`src/rtl/sprite_pkg.sv`:
```
// Shared constants and types for the sprite ROM arbiter.
// Geometry defaults match the 60x60, 4-bit-index sprite ROM.
package sprite_pkg;

  localparam int unsigned SPRITE_W      = 60;
  localparam int unsigned SPRITE_H      = 60;
  localparam int unsigned ADDR_W        = 12;
  localparam int unsigned PIX_W         = 4;
  localparam int unsigned COORD_W       = 6;
  localparam int unsigned N_REQ_DEFAULT = 4;
  localparam int unsigned ID_W          = $clog2(N_REQ_DEFAULT);

  localparam logic [PIX_W-1:0] TRANSPARENT_IDX = '0;

  typedef logic [ID_W-1:0] req_id_t;

endpackage

```
`src/rtl/sprite_rom_if.sv`:
```
// Request, ROM and response bundle between draw engines and the sprite ROM arbiter.
// The slave modport is the arbiter; master is the requester/ROM side.
interface sprite_rom_if
  import sprite_pkg::*;
#(
  parameter int unsigned N_REQ  = sprite_pkg::N_REQ_DEFAULT,
  parameter int unsigned ADDR_W = sprite_pkg::ADDR_W,
  parameter int unsigned PIX_W  = sprite_pkg::PIX_W
);
  localparam int unsigned IdW = $clog2(N_REQ);

  logic [N_REQ-1:0]              req;
  logic [N_REQ-1:0][COORD_W-1:0] req_x;
  logic [N_REQ-1:0][COORD_W-1:0] req_y;
  logic [N_REQ-1:0]              req_flip;
  logic [N_REQ-1:0]              gnt;
  logic [ADDR_W-1:0]             rom_addr;
  logic [PIX_W-1:0]              rom_data;
  logic                          rsp_valid;
  logic [IdW-1:0]                rsp_id;
  logic [PIX_W-1:0]              rsp_index;

  modport slave (
    input  req, req_x, req_y, req_flip, rom_data,
    output gnt, rom_addr, rsp_valid, rsp_id, rsp_index
  );

  modport master (
    output req, req_x, req_y, req_flip, rom_data,
    input  gnt, rom_addr, rsp_valid, rsp_id, rsp_index
  );

endinterface

```
`src/rtl/rr_arbiter.sv`:
```
// Combinational round-robin arbiter: search starts one past the last grant and wraps.
// Produces a one-hot grant and its encoded index; no grant when req is zero.
module rr_arbiter #(
  parameter int unsigned N = 4
) (
  input  logic [N-1:0]         req,
  input  logic [$clog2(N)-1:0] last,
  output logic [N-1:0]         gnt,
  output logic [$clog2(N)-1:0] id
);
  localparam int unsigned IdW = $clog2(N);

  logic        found;
  int unsigned idx;

  always_comb begin
    gnt   = '0;
    id    = '0;
    found = 1'b0;
    idx   = 0;
    for (int unsigned i = 1; i <= N; i++) begin
      idx = (32'(last) + i) % N;
      if (!found && req[IdW'(idx)]) begin
        found            = 1'b1;
        gnt[IdW'(idx)]   = 1'b1;
        id               = IdW'(idx);
      end
    end
  end

endmodule

```
`src/rtl/sprite_rom_arbiter.sv`:
```
// Round-robin share of the sprite ROM read port with (x, y) to linear address conversion
// and a fixed two-cycle response pipeline. Define SPRITE_FLIP_EN to enable horizontal mirroring.
module sprite_rom_arbiter
  import sprite_pkg::*;
#(
  parameter int unsigned N_REQ    = sprite_pkg::N_REQ_DEFAULT,
  parameter int unsigned SPRITE_W = sprite_pkg::SPRITE_W,
  parameter int unsigned SPRITE_H = sprite_pkg::SPRITE_H,
  parameter int unsigned ADDR_W   = sprite_pkg::ADDR_W,
  parameter int unsigned PIX_W    = sprite_pkg::PIX_W
) (
  input  logic           clk,
  input  logic           rst,
  sprite_rom_if.slave    bus
);
  localparam int unsigned IdW = $clog2(N_REQ);

  logic [IdW-1:0]     last_gnt;
  logic [IdW-1:0]     gnt_id;
  logic               any_gnt;
  logic [COORD_W-1:0] x_sel;
  logic [COORD_W-1:0] y_sel;
  int unsigned        xi;
  int unsigned        yi;
  int unsigned        xm;
  logic               oob;
  logic [ADDR_W-1:0]  addr_d;

  logic               v1;
  logic [IdW-1:0]     id1;
  logic               oob1;
  logic               oob2;

  rr_arbiter #(
    .N (N_REQ)
  ) u_rr_arbiter (
    .req  (bus.req),
    .last (last_gnt),
    .gnt  (bus.gnt),
    .id   (gnt_id)
  );

  assign any_gnt = |bus.gnt;

  // Bounds are judged on the raw column, before any mirroring.
  always_comb begin
    x_sel  = bus.req_x[gnt_id];
    y_sel  = bus.req_y[gnt_id];
    xi     = 32'(x_sel);
    yi     = 32'(y_sel);
    oob    = (xi >= SPRITE_W) || (yi >= SPRITE_H);
`ifdef SPRITE_FLIP_EN
    xm     = bus.req_flip[gnt_id] ? (SPRITE_W - 1 - xi) : xi;
`else
    xm     = xi;
`endif
    addr_d = ADDR_W'(yi * SPRITE_W + xm);
  end

`ifdef SPRITE_FLIP_EN
`else
  logic unused_flip;
  assign unused_flip = ^bus.req_flip;
`endif

  always_ff @(posedge clk) begin
    if (rst) begin
      last_gnt      <= IdW'(N_REQ - 1);
      bus.rom_addr  <= '0;
      v1            <= 1'b0;
      id1           <= '0;
      oob1          <= 1'b0;
      bus.rsp_valid <= 1'b0;
      bus.rsp_id    <= '0;
      oob2          <= 1'b0;
    end else begin
      if (any_gnt) begin
        last_gnt <= gnt_id;
      end
      // Out-of-bounds fetches leave the ROM address parked.
      if (any_gnt && !oob) begin
        bus.rom_addr <= addr_d;
      end
      v1            <= any_gnt;
      id1           <= gnt_id;
      oob1          <= any_gnt && oob;
      bus.rsp_valid <= v1;
      bus.rsp_id    <= id1;
      oob2          <= oob1;
    end
  end

  assign bus.rsp_index = oob2 ? PIX_W'(TRANSPARENT_IDX) : bus.rom_data;

endmodule
```
`src/flat_wrapper.sv`:
```
// flat-port wrapper written by rule: the top's interface ports become plain ports
module sprite_rom_arbiter_flat import sprite_pkg::*;
#(
  parameter int unsigned N_REQ    = sprite_pkg::N_REQ_DEFAULT,
  parameter int unsigned SPRITE_W = sprite_pkg::SPRITE_W,
  parameter int unsigned SPRITE_H = sprite_pkg::SPRITE_H,
  parameter int unsigned ADDR_W   = sprite_pkg::ADDR_W,
  parameter int unsigned PIX_W    = sprite_pkg::PIX_W
)
  (clk, rst, bus_req, bus_req_x, bus_req_y, bus_req_flip, bus_rom_data, bus_gnt, bus_rom_addr, bus_rsp_valid, bus_rsp_id, bus_rsp_index);
  sprite_rom_if #(.N_REQ(N_REQ), .ADDR_W(ADDR_W), .PIX_W(PIX_W)) bus_i ();
  input  logic clk;
  input  logic rst;
  input wire logic [$bits(bus_i.req)-1:0] bus_req;
  input wire logic [$bits(bus_i.req_x)-1:0] bus_req_x;
  input wire logic [$bits(bus_i.req_y)-1:0] bus_req_y;
  input wire logic [$bits(bus_i.req_flip)-1:0] bus_req_flip;
  input wire logic [$bits(bus_i.rom_data)-1:0] bus_rom_data;
  output wire logic [$bits(bus_i.gnt)-1:0] bus_gnt;
  output wire logic [$bits(bus_i.rom_addr)-1:0] bus_rom_addr;
  output wire logic [$bits(bus_i.rsp_valid)-1:0] bus_rsp_valid;
  output wire logic [$bits(bus_i.rsp_id)-1:0] bus_rsp_id;
  output wire logic [$bits(bus_i.rsp_index)-1:0] bus_rsp_index;
  assign bus_i.req = bus_req;
  assign bus_i.req_x = bus_req_x;
  assign bus_i.req_y = bus_req_y;
  assign bus_i.req_flip = bus_req_flip;
  assign bus_i.rom_data = bus_rom_data;
  assign bus_gnt = bus_i.gnt;
  assign bus_rom_addr = bus_i.rom_addr;
  assign bus_rsp_valid = bus_i.rsp_valid;
  assign bus_rsp_id = bus_i.rsp_id;
  assign bus_rsp_index = bus_i.rsp_index;
  sprite_rom_arbiter #(.N_REQ(N_REQ), .SPRITE_W(SPRITE_W), .SPRITE_H(SPRITE_H), .ADDR_W(ADDR_W), .PIX_W(PIX_W)) u_core (.clk(clk), .rst(rst), .bus(bus_i));
endmodule
```
`config.mk`:
```
export PLATFORM = sky130hd
export DESIGN_NAME = sprite_rom_arbiter_flat
export DESIGN_NICKNAME = d
export VERILOG_FILES = /design/src/rtl/sprite_pkg.sv /design/src/rtl/sprite_rom_if.sv /design/src/rtl/rr_arbiter.sv /design/src/rtl/sprite_rom_arbiter.sv /design/src/flat_wrapper.sv
export SDC_FILE = /design/constraint.sdc
export NUM_CORES = 1
export LEC_CHECK = 0
export ABC_AREA = 1
export BUFFER_PORTS_ARGS = -buffer_cell sky130_fd_sc_hd__buf_2
export CAP_MARGIN = 10
export CORE_MARGIN = 5
export CORE_UTILIZATION = 50
export DETAILED_ROUTE_END_ITERATION = 8
export MAX_ROUTING_LAYER = met4
export PLACE_DENSITY = 0.85
export SETUP_SLACK_MARGIN = 0.4
export SYNTH_ARGS = -nofsm -noshare
export SYNTH_HDL_FRONTEND = slang
export SYNTH_SLANG_ARGS = --single-unit
```
`constraint.sdc`:
```
create_clock -name clk -period 6.5 [get_ports clk]
set_input_delay 0 -clock clk [delete_from_list [all_inputs] [get_ports clk]]
set_output_delay 0 -clock clk [all_outputs]
set_load 0.01 [all_outputs]
```
# After elaboration in Yosys (flattened, before gate mapping)
# Cells that the tools add are included.
# totals
output_inout_bits	23
wordCells	75
reg_bits	22
# classes
bitwise_logic	3
mux	32
reduce_logical	15
order_cmp	11
add_sub_neg	5
mul	1
# ops
operator	count
$bmux 6 s2	2
$mux 4	5
$lt 2x3->1 const B	5
$add 12x6->12	1
$ge 6x6->1 const B	2
$mux 6	2
$or 4x4->4	3
$mux 1	11
$mul 6x4->10 const B	1
$logic_and 1x1->1	9
$bmux 1 s2	4
$demux 1 s2	4
$ge 2x1->1 const B	4
$mux 2	4
$add 2x1->2 const B	2
$add 2x2->2 const B	2
$logic_not 1->1	4
$reduce_or 4->1	1
$logic_or 1x1->1	1

# Longest topological paths before layout
# Gate-level depths: netlist of run 1.
# logic_depth
word_depth	19
depth_mapped	38
ltp_nobuf	36

# Cells and area by module
# Synthesis of run 1 repeated with hierarchy kept, for this count alone.
# hier_totals
hier_cells	382
area_unflattened_um2	2575.0
# by_module_without_submodules
mod	seq_area_each_um2	area_per_inst_um2	instances	cells_each
sprite_rom_arbiter	440.4	2100.8	1	307
rr_arbiter	0.0	474.2	1	75

# Least setup slack after synthesis of run 1
# OpenSTA, ideal clock, no wires.
# synth_path
path_kind	flip-flop to flip-flop
start	register u_core.last_gnt[0]
end	register u_core.bus.rom_addr[11]
setup_ps	112
period_less_slack_ps	5360
slack_ps	1140
t_arrival_ps	5249
stages_incl_launch_ff	38
t_required_ps	6388
cell_sequence	dfxtp_1 buf_6 inv_6 ha_1 inv_1 nand3_2 nand2_4 nor2_1 nand2_1 nand2_1 nand2_2 nand2_4 buf_6 inv_2 buf_2 nand2_1 nand2_1 inv_1 [... 2 more ...] fa_1 fa_1 inv_1 ha_1 nand2_1 o21ai_0 nand2_1 nand2_1 nand2_1 nand2_1 xor2_1 nand3_1 inv_1 nand4_1 nand3_1 nand2_1 nor2_1 nor2_1
# synth_between
elab_chain_cells	19
elab_cells_between_ends	64
# synth_rtl
element	line	source
start: declaration	sprite_rom_arbiter.sv:18	logic [IdW-1:0] last_gnt;
start signal: assignment	sprite_rom_arbiter.sv:68	last_gnt <= IdW'(N_REQ - 1);
start signal: assignment	sprite_rom_arbiter.sv:78	last_gnt <= gnt_id;
parallel branches: the longest is 19 deep, another holds $add 2x1->2	n/a	
end signal: assignment	sprite_rom_arbiter.sv:82	bus.rom_addr <= addr_d;
end: declaration	sprite_rom_if.sv:25	output gnt, rom_addr, rsp_valid, rsp_id, rsp_index
# Several ways; the timed one is not identified. The select of a mux whose other input is x is not followed.
# A chain may end at the register's enable or synchronous reset.

# Worst setup path in the final report of run 1
# layout_path
start	register u_core.last_gnt[1]
end	register u_core.bus.rom_addr[10]
# Same word-level chain as after synthesis.

==> impl_results.md, run 1 <==
- Status: complete, no violations
- First-pass GRT wire length: 11.3 mm
- Final period utilization: between 80 and 90%
- PortBufs: 80
- Endpoint class of the critical path: flop
- Largest fanout on the critical path: 18
- Sequential area share after synthesis: around 16%
- Initial antenna violation count: 0
- Worst Path Required: 6700 ps
- Cell taking the most area after synthesis: nand2_1
- CTS Buf Count: 3
- Syn_nets: ~520
- CP Buf/Inv Count: 7
- RD Place Congestion: slightly above 0.8
- Hold Path Depth: 2
- Synthesis-stage register bit count: 22
- H-Tree Depth: 1
- Max clock buf depth: 2
- Critical path class: reg2reg
- Fillcell total: between 500 and 600
- Max-cap violations: 0
- Critical Path Slowest Stage Cell: fa_1
- Layout Skew: between 2 and 2.5 ps
- CP delay by family, top: adder cells
- Cell count after synthesis: 427
- DR WL/cell: 11.0 um
- Post-Route WL: roughly 6.3 mm
- Synth Cell Area: about 2700 um^2
- Antenna Cells: 0
- Largest net degree at the start of global routing: 19
- Final #Nets: about 600
- Crit start category: flop
- Share of cells above drive strength 1: between 20% and 30%
- Library cells used by synthesis: a little over 40
- Top-count cell post-synth: nand2_1
- Core area: between 5000 and 6000 um^2
- Worst slew pin tran: approximately 740 ps
- Vias: between 2k and 3k
- Clock sink count: 22
- Via count of the first global-routing pass: around 2.8k
- Area contributors post-synth: nand2_1 17%, dfxtp_1 16%, ha_1 11%, inv_1 11%, fa_1 6.6%
- Vert. Die Dim: between 80 and 90 um
- RSZ-0062 raised after global routing: false
- Gr ovfl total: 0
- Die span in x: around 84 um
- Hold WS: around 77 ps
- Hold-fix buffers, CTS: 0
- FF-to-FF path depth: 30
- Clk root buf: clkbuf_8
- FMAX: 180 MHz
- Remaining antenna violation count: 0
- Number of synthesized flops with an enable pin: 0
- Mean post-synth cell area: about 6.4 um^2
- First DRT Iteration DRCs: ~150
- Hold Path Class: in2reg
- Top-level I/O count: 85
- R2r setup slk: between 900 and 1000 ps
- Final core occ: roughly 62%
- Critical path depth: 30
- Post-synth top area share: between 10% and 20%
- CTS clk-pin slew, worst paths: roughly 80 ps
- Setup TNS: 0 ps
- Top post-synthesis cells by count: 123 x nand2_1, 78 x inv_1, 33 x nor2_1
- Crit-path max cell delay: about 550 ps
- Vias/cell: ~4.8
- Top_reg_cell synth: dfxtp_1
- Crit path arrival time: roughly 5800 ps
- Die area: between 7000 and 8000 um^2
- Worst-Skew Late Latency: 260 ps
- Hpwl dp: roughly 5.3 mm
- Post-layout min period: between 5000 and 6000 ps
- Drt drc: 0
- Final hold viol count: 0
- CTS tree: built
- Register Area: approximately 450 um^2
- Final setup fails: 0
- Post-synth ARST share: 0%
- Synth Warn #: 0
- Post-CTS Setup Bufs: 0
- Multi-input logic area: 1910 um^2
- Drt pass-1 iters: 5
- Initial core utilization: a little over half
- Synth-to-layout area growth: 19.1%
- Slew HR: between 50% and 60%
- Max Slew Vio Count: 0
- Global Route Usage Sum: 19.0%
- Cell Rows: 26
-- placed cells by master (no fill, tap or decap), types with 3 or more instances in the layout --
| cell type | n |
|---|---|
| a21oi_1 | 19 |
| a21oi_2 | 5 |
| buf_2 | 80 |
| buf_4 | 3 |
| clkbuf_8 | 4 |
| dfxtp_1 | 20 |
| fa_1 | 9 |
| ha_1 | 24 |
| inv_1 | 78 |
| inv_2 | 4 |
| nand2_1 | 123 |
| nand2_2 | 12 |
| nand2_4 | 4 |
| nand3_1 | 23 |
| nand3_2 | 4 |
| nand3b_1 | 5 |
| nor2_1 | 33 |
| o21ai_0 | 17 |
| o22ai_1 | 3 |
| xnor2_1 | 4 |
| xor2_1 | 3 |
-- metal layers --
layer / GRT usage [%] / up-vias / part of all wire, %
li1: - / 1468 / -
met1: 22.3 / 1217 / 45
met2: 34.2 / 83 / 48
met3: 2.27 / 5 / 5.8
met4: 4.97 / 0 / 1.0
met5: - / - / 0
-- registers in the layout (all words and copies together), names as in the netlist --
register	count
u_core.bus.rom_addr	12
u_core.bus.rsp_id	2
u_core.id1	2
u_core.last_gnt	2
u_core.oob1	1
u_core.oob2	1
u_core.bus.rsp_valid	1
u_core.v1	1
-- metrics by stage --
step	cells	worst slack [ps]	cell area [um^2]
2_1_floorplan	427	1140	2730
3_3_place_gp	571	588	3170
3_5_place_dp	571	350	3170
4_1_cts	575	502	3220
5_1_grt	575	422	3240
6_report	575	947	3240
-- final timing paths --
path / to / startpoint
worst max-delay path: u_core.bus.rom_addr[10] / u_core.last_gnt[1]
worst min register to register: u_core.oob2 / u_core.oob1
worst max register to register: u_core.bus.rom_addr[10] / u_core.last_gnt[1]
worst min-delay path: u_core.id1[0] / rst
-- repair_timing --
action,in CTS,in global routing
resized for setup,1,9
hold endpoints to repair,0,0
setup endpoints to repair,1,6
gates cloned,0,0
pin swaps,0,0
-- cell type report --
type / instances / area share [%]
inverters: 85 / 10.1
clock buffers: 4 / 1.70
repair buffers: 83 / 13.0
multi-input cells: 311 / 58.8
well taps: 70 / 2.70
flip-flops and latches: 22 / 13.7
-- cells by family (layout without fill, tap and decap cells) --
| group | count (synthesis) | count (layout) | share of synthesized area, % |
|---|---|---|---|
| fa+ha+maj | 33 | 33 | 17.6 |
| buf+inv | 94 | 172 | 14.5 |
| flops | 22 | 22 | 16.2 |
| compound gates | 53 | 53 | 11.6 |
| xor+xnor | 8 | 8 | 2.57 |
| mux | 1 | 1 | 0.367 |
| simple gates | 216 | 216 | 37.2 |
Power of run 1 is left out: the tool's default activity adds up to more than one toggle a clock period on the data nets, which glitch-free logic cannot reach.
==> run 2, diff against run 1 <==
- CELL_PAD_IN_SITES_DETAIL_PLACEMENT: not set -> 1
- CELL_PAD_IN_SITES_GLOBAL_PLACEMENT: not set -> 2
- CORE_UTILIZATION: 50 -> 27
- PLACE_DENSITY: 0.85 -> 0.89
==> run 2 against run 1 <==
Worst hold slack improved by 10 ps. Flip-flop and latch count did not move. Worst setup slack improved by 26 ps. Fmax rose by 0.47%. Count of clock-buffer cells in the layout did not move. First-iteration DRC count fell by 58%. Cell count rose by 11%. Clock skew barely moved. Largest cell class unchanged.
==> impl_results.md, run 2 (synthesis results as in run 1) <==
- Worst-Skew Late Latency: 260 ps (about the same)
- Remaining antenna violation count: 0 (unchanged)
- Most used cell, CP: inv_1
- Crit path arrival time: 5720 ps (-40 ps)
- Initial antenna violation count: 0 (unchanged)
- Max Slew Vio Count: 0 (unchanged)
- Antenna Cells: 0 (unchanged)
- Critical path class: reg2reg
- Synth-to-layout area growth: 23.1%
- Top-level I/O count: 85 (unchanged)
- Largest fanout on the critical path: 15 (-3)
- R2R Path Start: u_core.last_gnt[1]
- Final setup fails: 0 (unchanged)
- Critical Path Slowest Stage Cell: fa_1
- Cell Rows: 36 (+38%)
- DR WL/cell: 12.1 um (+11%)
- Slew HR: 50.3% (+0.27 points)
- R2r setup slk: 970 ps (+30 ps)
- RSZ-0062 raised after global routing: false
- Most common cell after layout, fill and taps aside: nand2_1
- Layout Skew: 2.90 ps (+0.438 ps)
- Via count of the first global-routing pass: 2993 (+8.0%)
- Fillcell total: 1332 (+170%)
- Worst slew pin tran: 738 ps (-4.02 ps)
- Hpwl dp: 6.72 mm (+28%)
- PortBufs: 80 (unchanged)
- CTS Buf Count: 3 (unchanged)
- Vias/cell: 4.40 (-8.8%)
- Final #Nets: 604 (+0.50%)
- CTS clk-pin slew, worst paths: 80 ps (about the same)
- Vert. Die Dim: 110 um (+32%)
- Initial core utilization: 27.8% (-25 points)
- Most frequent cells in the layout: 123 x nand2_1, 80 x buf_2, 78 x inv_1
- CTS tree: built
- Clk root buf: clkbuf_8
- Crit-path max cell delay: 550 ps (about the same)
- Final period utilization: 85.0% (-0.40 points)
- Clock sink count: 22 (unchanged)
- Hold WS: 86.9 ps (+10.0 ps)
- Fin worst setup slack: 973 ps (+25.7 ps)
- Gr ovfl total: 0 (unchanged)
- Final hold viol count: 0 (unchanged)
- Cell Area, Placed: 3270 um^2 (+3.2%)
- CP delay by family, top: adder cells
- Status: complete, no violations
- Worst hold start: rst
- Crit start category: flop
- Setup crit start: u_core.last_gnt[1]
- First-pass GRT wire length: 13.6 mm (+20%)
- Worst slack, placed: 503 ps (+154 ps)
- Worst Path Required: 6690 ps (about the same)
- Drt pass-1 iters: 4 (-1)
- Largest net degree at the start of global routing: 19 (unchanged)
- Max reg flops: 12 (unchanged)
- H-Tree Depth: 1 (unchanged)
- Die span in x: 110 um (+32%)
- Hold Path Class: in2reg
- Die area: 12200 um^2 (+74%)
- RD Place Congestion: 0.811 (-1.3%)
- Post-layout min period: 5530 ps (-25.7 ps)
- Global Route Usage Sum: 13.1% (-5.9 points)
- Share of cells above drive strength 1: 26.4% (+0.24 points)
- Max-cap violations: 0 (unchanged)
- FMAX: 181 MHz (+0.47%)
- CP Buf/Inv Count: 8 (+1)
- Vias: 2820 (+1.7%)
- Setup TNS: 0 ps (unchanged)
- Max clock buf depth: 2 (unchanged)
- Endpoint class of the critical path: flop
- First DRT Iteration DRCs: 64 (-58%)
- Largest Register: u_core.bus.rom_addr
- Core area: 9820 um^2 (+89%)
- Post-Route WL: 7.78 mm (+23%)
- Drt drc: 0 (unchanged)
- Cell area after layout: 3360 um^2 (+3.4%)
## run 2: cell count changes in the layout (fill, tap and decap cells not counted), sizes merged
cell  delta
buf      +3
## run 2: layout make-up
type | count | area [um^2] | area share (%)
multi-input combinational | 311 | 1920 | 57.2
timing repair buffer | 86 | 445 | 13.3
sequential | 22 | 442 | 13.2
inverter | 85 | 327 | 9.73
tap | 133 | 166 | 4.96
clock buffer | 4 | 55.1 | 1.64
## run 2: worst paths after layout
kind	end	depth (start not counted)
worst min register to register	u_core.bus.rsp_id[1]	2
worst max register to register	u_core.bus.rom_addr[9]	31
worst max-delay path	u_core.bus.rom_addr[9]	31
worst min-delay path	u_core.bus.rsp_valid	2
## run 2: layer usage
| layer | routed length (um) | share of wire [%] | track usage, % | vias up |
|---|---|---|---|---|
| met1 | 3700 | 47 | 16.3 | 1291 |
| met3 | 234 | 3.0 | 0.875 | 4 |
| met4 | 54 | 0.69 | 1.81 | 0 |
| met2 | 3800 | 49 | 23.6 | 58 |
| li1 | - | - | - | 1467 |
| met5 | 0 | 0 | - | - |
## run 2: per-stage QoR
stage,utilization [%],std cells
after floorplan,-,427
after detailed placement,33.3,637
after global placement,33.3,637
after CTS,33.8,641
final,34.2,641
after global routing,34.2,641
## run 2: timing repair
action,CTS,global route
hold buffers,0,0
setup buffers,0,0
resized for setup,0,7
endpoints found under the setup margin,0,5
hold endpoints to repair,0,0
Power of run 2 is left out for the same reason.
==> run 3, diff against run 2 <==
- GPL_TIMING_DRIVEN: not set -> 0
==> run 3 against run 2 <==
Critical path depth fell by 1. Wire length rose by 2.5%. Sequential share of layout area fell by 0.18 points. Highest routed layer unchanged. Worst hold slack improved by 93 ps. Core utilization rose by 0.56 points. Via count rose by 0.21%. First-iteration DRC count fell by 41%. Fmax rose by 0.50%. Worst setup slack improved by 27 ps. Cell count rose by 0.94%. Register-to-register slack improved by 30 ps. Count of clock-buffer cells in the layout did not move.
==> impl_results.md, run 3 (synthesis results as in run 1) <==
- Max reg flops: 12 (unchanged)
- Largest fanout on the critical path: 10 (-5)
- H-Tree Depth: 1 (unchanged)
- RSZ-0062 raised after global routing: false
- Core area: 9820 um^2 (unchanged)
- Post-Route WL: 7.98 mm (+2.5%)
- Largest Register: u_core.bus.rom_addr
- R2r setup slk: 1000 ps (+30 ps)
- Critical Path Slowest Stage Cell: fa_1
- Worst slew pin tran: 728 ps (-10.4 ps)
- First DRT Iteration DRCs: 38 (-41%)
- CTS tree: built
- Max Slew Vio Count: 0 (unchanged)
- CTS Buf Count: 3 (unchanged)
- Hpwl dp: 6.83 mm (+1.7%)
- Setup TNS: 0 ps (unchanged)
- Gr ovfl total: 0 (unchanged)
- Endpoint class of the critical path: flop
- Post-layout min period: 5500 ps (-27.3 ps)
- Die span in x: 110 um (unchanged)
- Vias/cell: 4.37 (-0.72%)
- First-pass GRT wire length: 14.4 mm (+6.0%)
- Final hold viol count: 0 (unchanged)
- Clk root buf: clkbuf_8
- Crit-path max cell delay: 530 ps (-20 ps)
- DR WL/cell: 12.3 um (+1.6%)
- Vias: 2826 (+0.21%)
- Most common cell after layout, fill and taps aside: nand2_1
- Vert. Die Dim: 110 um (unchanged)
- Top-level I/O count: 85 (unchanged)
- Max clock buf depth: 2 (unchanged)
- Most used cell, CP: inv_1
- Antenna Cells: 0 (unchanged)
- Remaining antenna violation count: 0 (unchanged)
- Hold Path Depth: 5 (+3)
- Cell area after layout: 3410 um^2 (+1.6%)
- Most frequent cells in the layout: 122 x nand2_1, 80 x buf_2, 78 x inv_1
- Crit start category: flop
- Status: complete, no violations
- Cell Area, Placed: 3290 um^2 (+0.77%)
- CTS clk-pin slew, worst paths: 80 ps (about the same)
- Max-cap violations: 0 (unchanged)
- RD Place Congestion: 0.822 (+1.4%)
- Crit path arrival time: 5700 ps (-20 ps)
- Global Route Usage Sum: 13.9% (+0.88 points)
- Final period utilization: 84.6% (-0.42 points)
- Synth-to-layout area growth: 25.2%
- Fillcell total: 1328 (-0.30%)
- Share of cells above drive strength 1: 27.4% (+1.1 points)
- Multi-input logic area: 1920 um^2 (unchanged)
- Via count of the first global-routing pass: 3133 (+4.7%)
- Drt drc: 0 (unchanged)
- Largest net degree at the start of global routing: 13 (-6)
- Worst slack, placed: 212 ps (-291 ps)
- Worst Path Required: 6700 ps (about the same)
- Final #Nets: 610 (+0.99%)
- Final setup fails: 0 (unchanged)
- Critical path class: reg2reg
- Clock sink count: 22 (unchanged)
- Register Area: 443 um^2 (+0.28%)
- FF-to-FF path depth: 30 (-3.2%)
- FMAX: 182 MHz (+0.50%)
- Initial antenna violation count: 0 (unchanged)
- Initial core utilization: 27.8% (unchanged)
- Hold Path Class: in2reg
- Worst-Skew Late Latency: 260 ps (about the same)
- Fin worst setup slack: 1000 ps (+27.3 ps)
- Layout Skew: 1.01 ps (-1.89 ps)
- Slew HR: 51.0% (+0.70 points)
- PortBufs: 80 (unchanged)
- Die area: 12200 um^2 (unchanged)
- Cell Rows: 36 (unchanged)
- Drt pass-1 iters: 4 (unchanged)
## run 3: changes by cell type in the layout (fill, tap and decap cells not counted), sizes merged
cell / delta
clkbuf: +3
buf: +2
dlygate4sd3: +1
## run 3: per-stage QoR
stage               instances  hold slack (ps)  utilization [%]
floorplan                 427             77.4                -
global placement          640              250             33.5
detailed placement        640              245             33.5
CTS                       645              173             34.2
global route              647              197             34.7
finish                    647              180             34.7
## run 3: worst paths after layout
| kind | startpoint | endpoint |
|---|---|---|
| max | u_core.last_gnt[1] | u_core.bus.rom_addr[10] |
| min | bus_req_x[1] | u_core.bus.rom_addr[1] |
| min reg2reg | u_core.v1 | u_core.bus.rsp_valid |
| max reg2reg | u_core.last_gnt[1] | u_core.bus.rom_addr[10] |
## run 3: final cells by class
| class | count | share of cell area (%) |
|---|---|---|
| multi-input cells | 311 | 56.3 |
| flip-flops and latches | 22 | 13.0 |
| repair buffers | 83 | 12.5 |
| inverters | 85 | 9.50 |
| well taps | 133 | 4.88 |
| plain buffers | 9 | 2.24 |
| clock buffers | 4 | 1.61 |
## run 3: timing repair
item | 4_1_cts | 5_1_grt
hold buffers | 1 | 0
hold endpoints to repair | 2 | 0
setup buffers | 0 | 2
pin swaps | 0 | 1
setup endpoints to repair | 2 | 5
resized for setup | 2 | 13
## run 3: critical path: cells and delay by family (launching register included)
kind	cells	cell delay [ps]
adder cells (fa/ha/maj)	5	2020
XOR/XNOR	1	270
buffers and inverters	6	640
AO/OA/AOI/OAI	5	740
flip-flops	1	420
AND/OR/NAND/NOR	13	1340
## run 3: metal layers
metal / wire [um] / global-route usage, % / share of wire (%) / up-vias
met4: 52 / 2.79 / 0.65 / 0
li1: - / - / - / 1483
met3: 258 / 1.04 / 3.2 / 4
met2: 3920 / 24.4 / 49 / 59
met1: 3750 / 17.7 / 47 / 1280
met5: 0 / - / 0 / -
Power of run 3 is left out for the same reason.
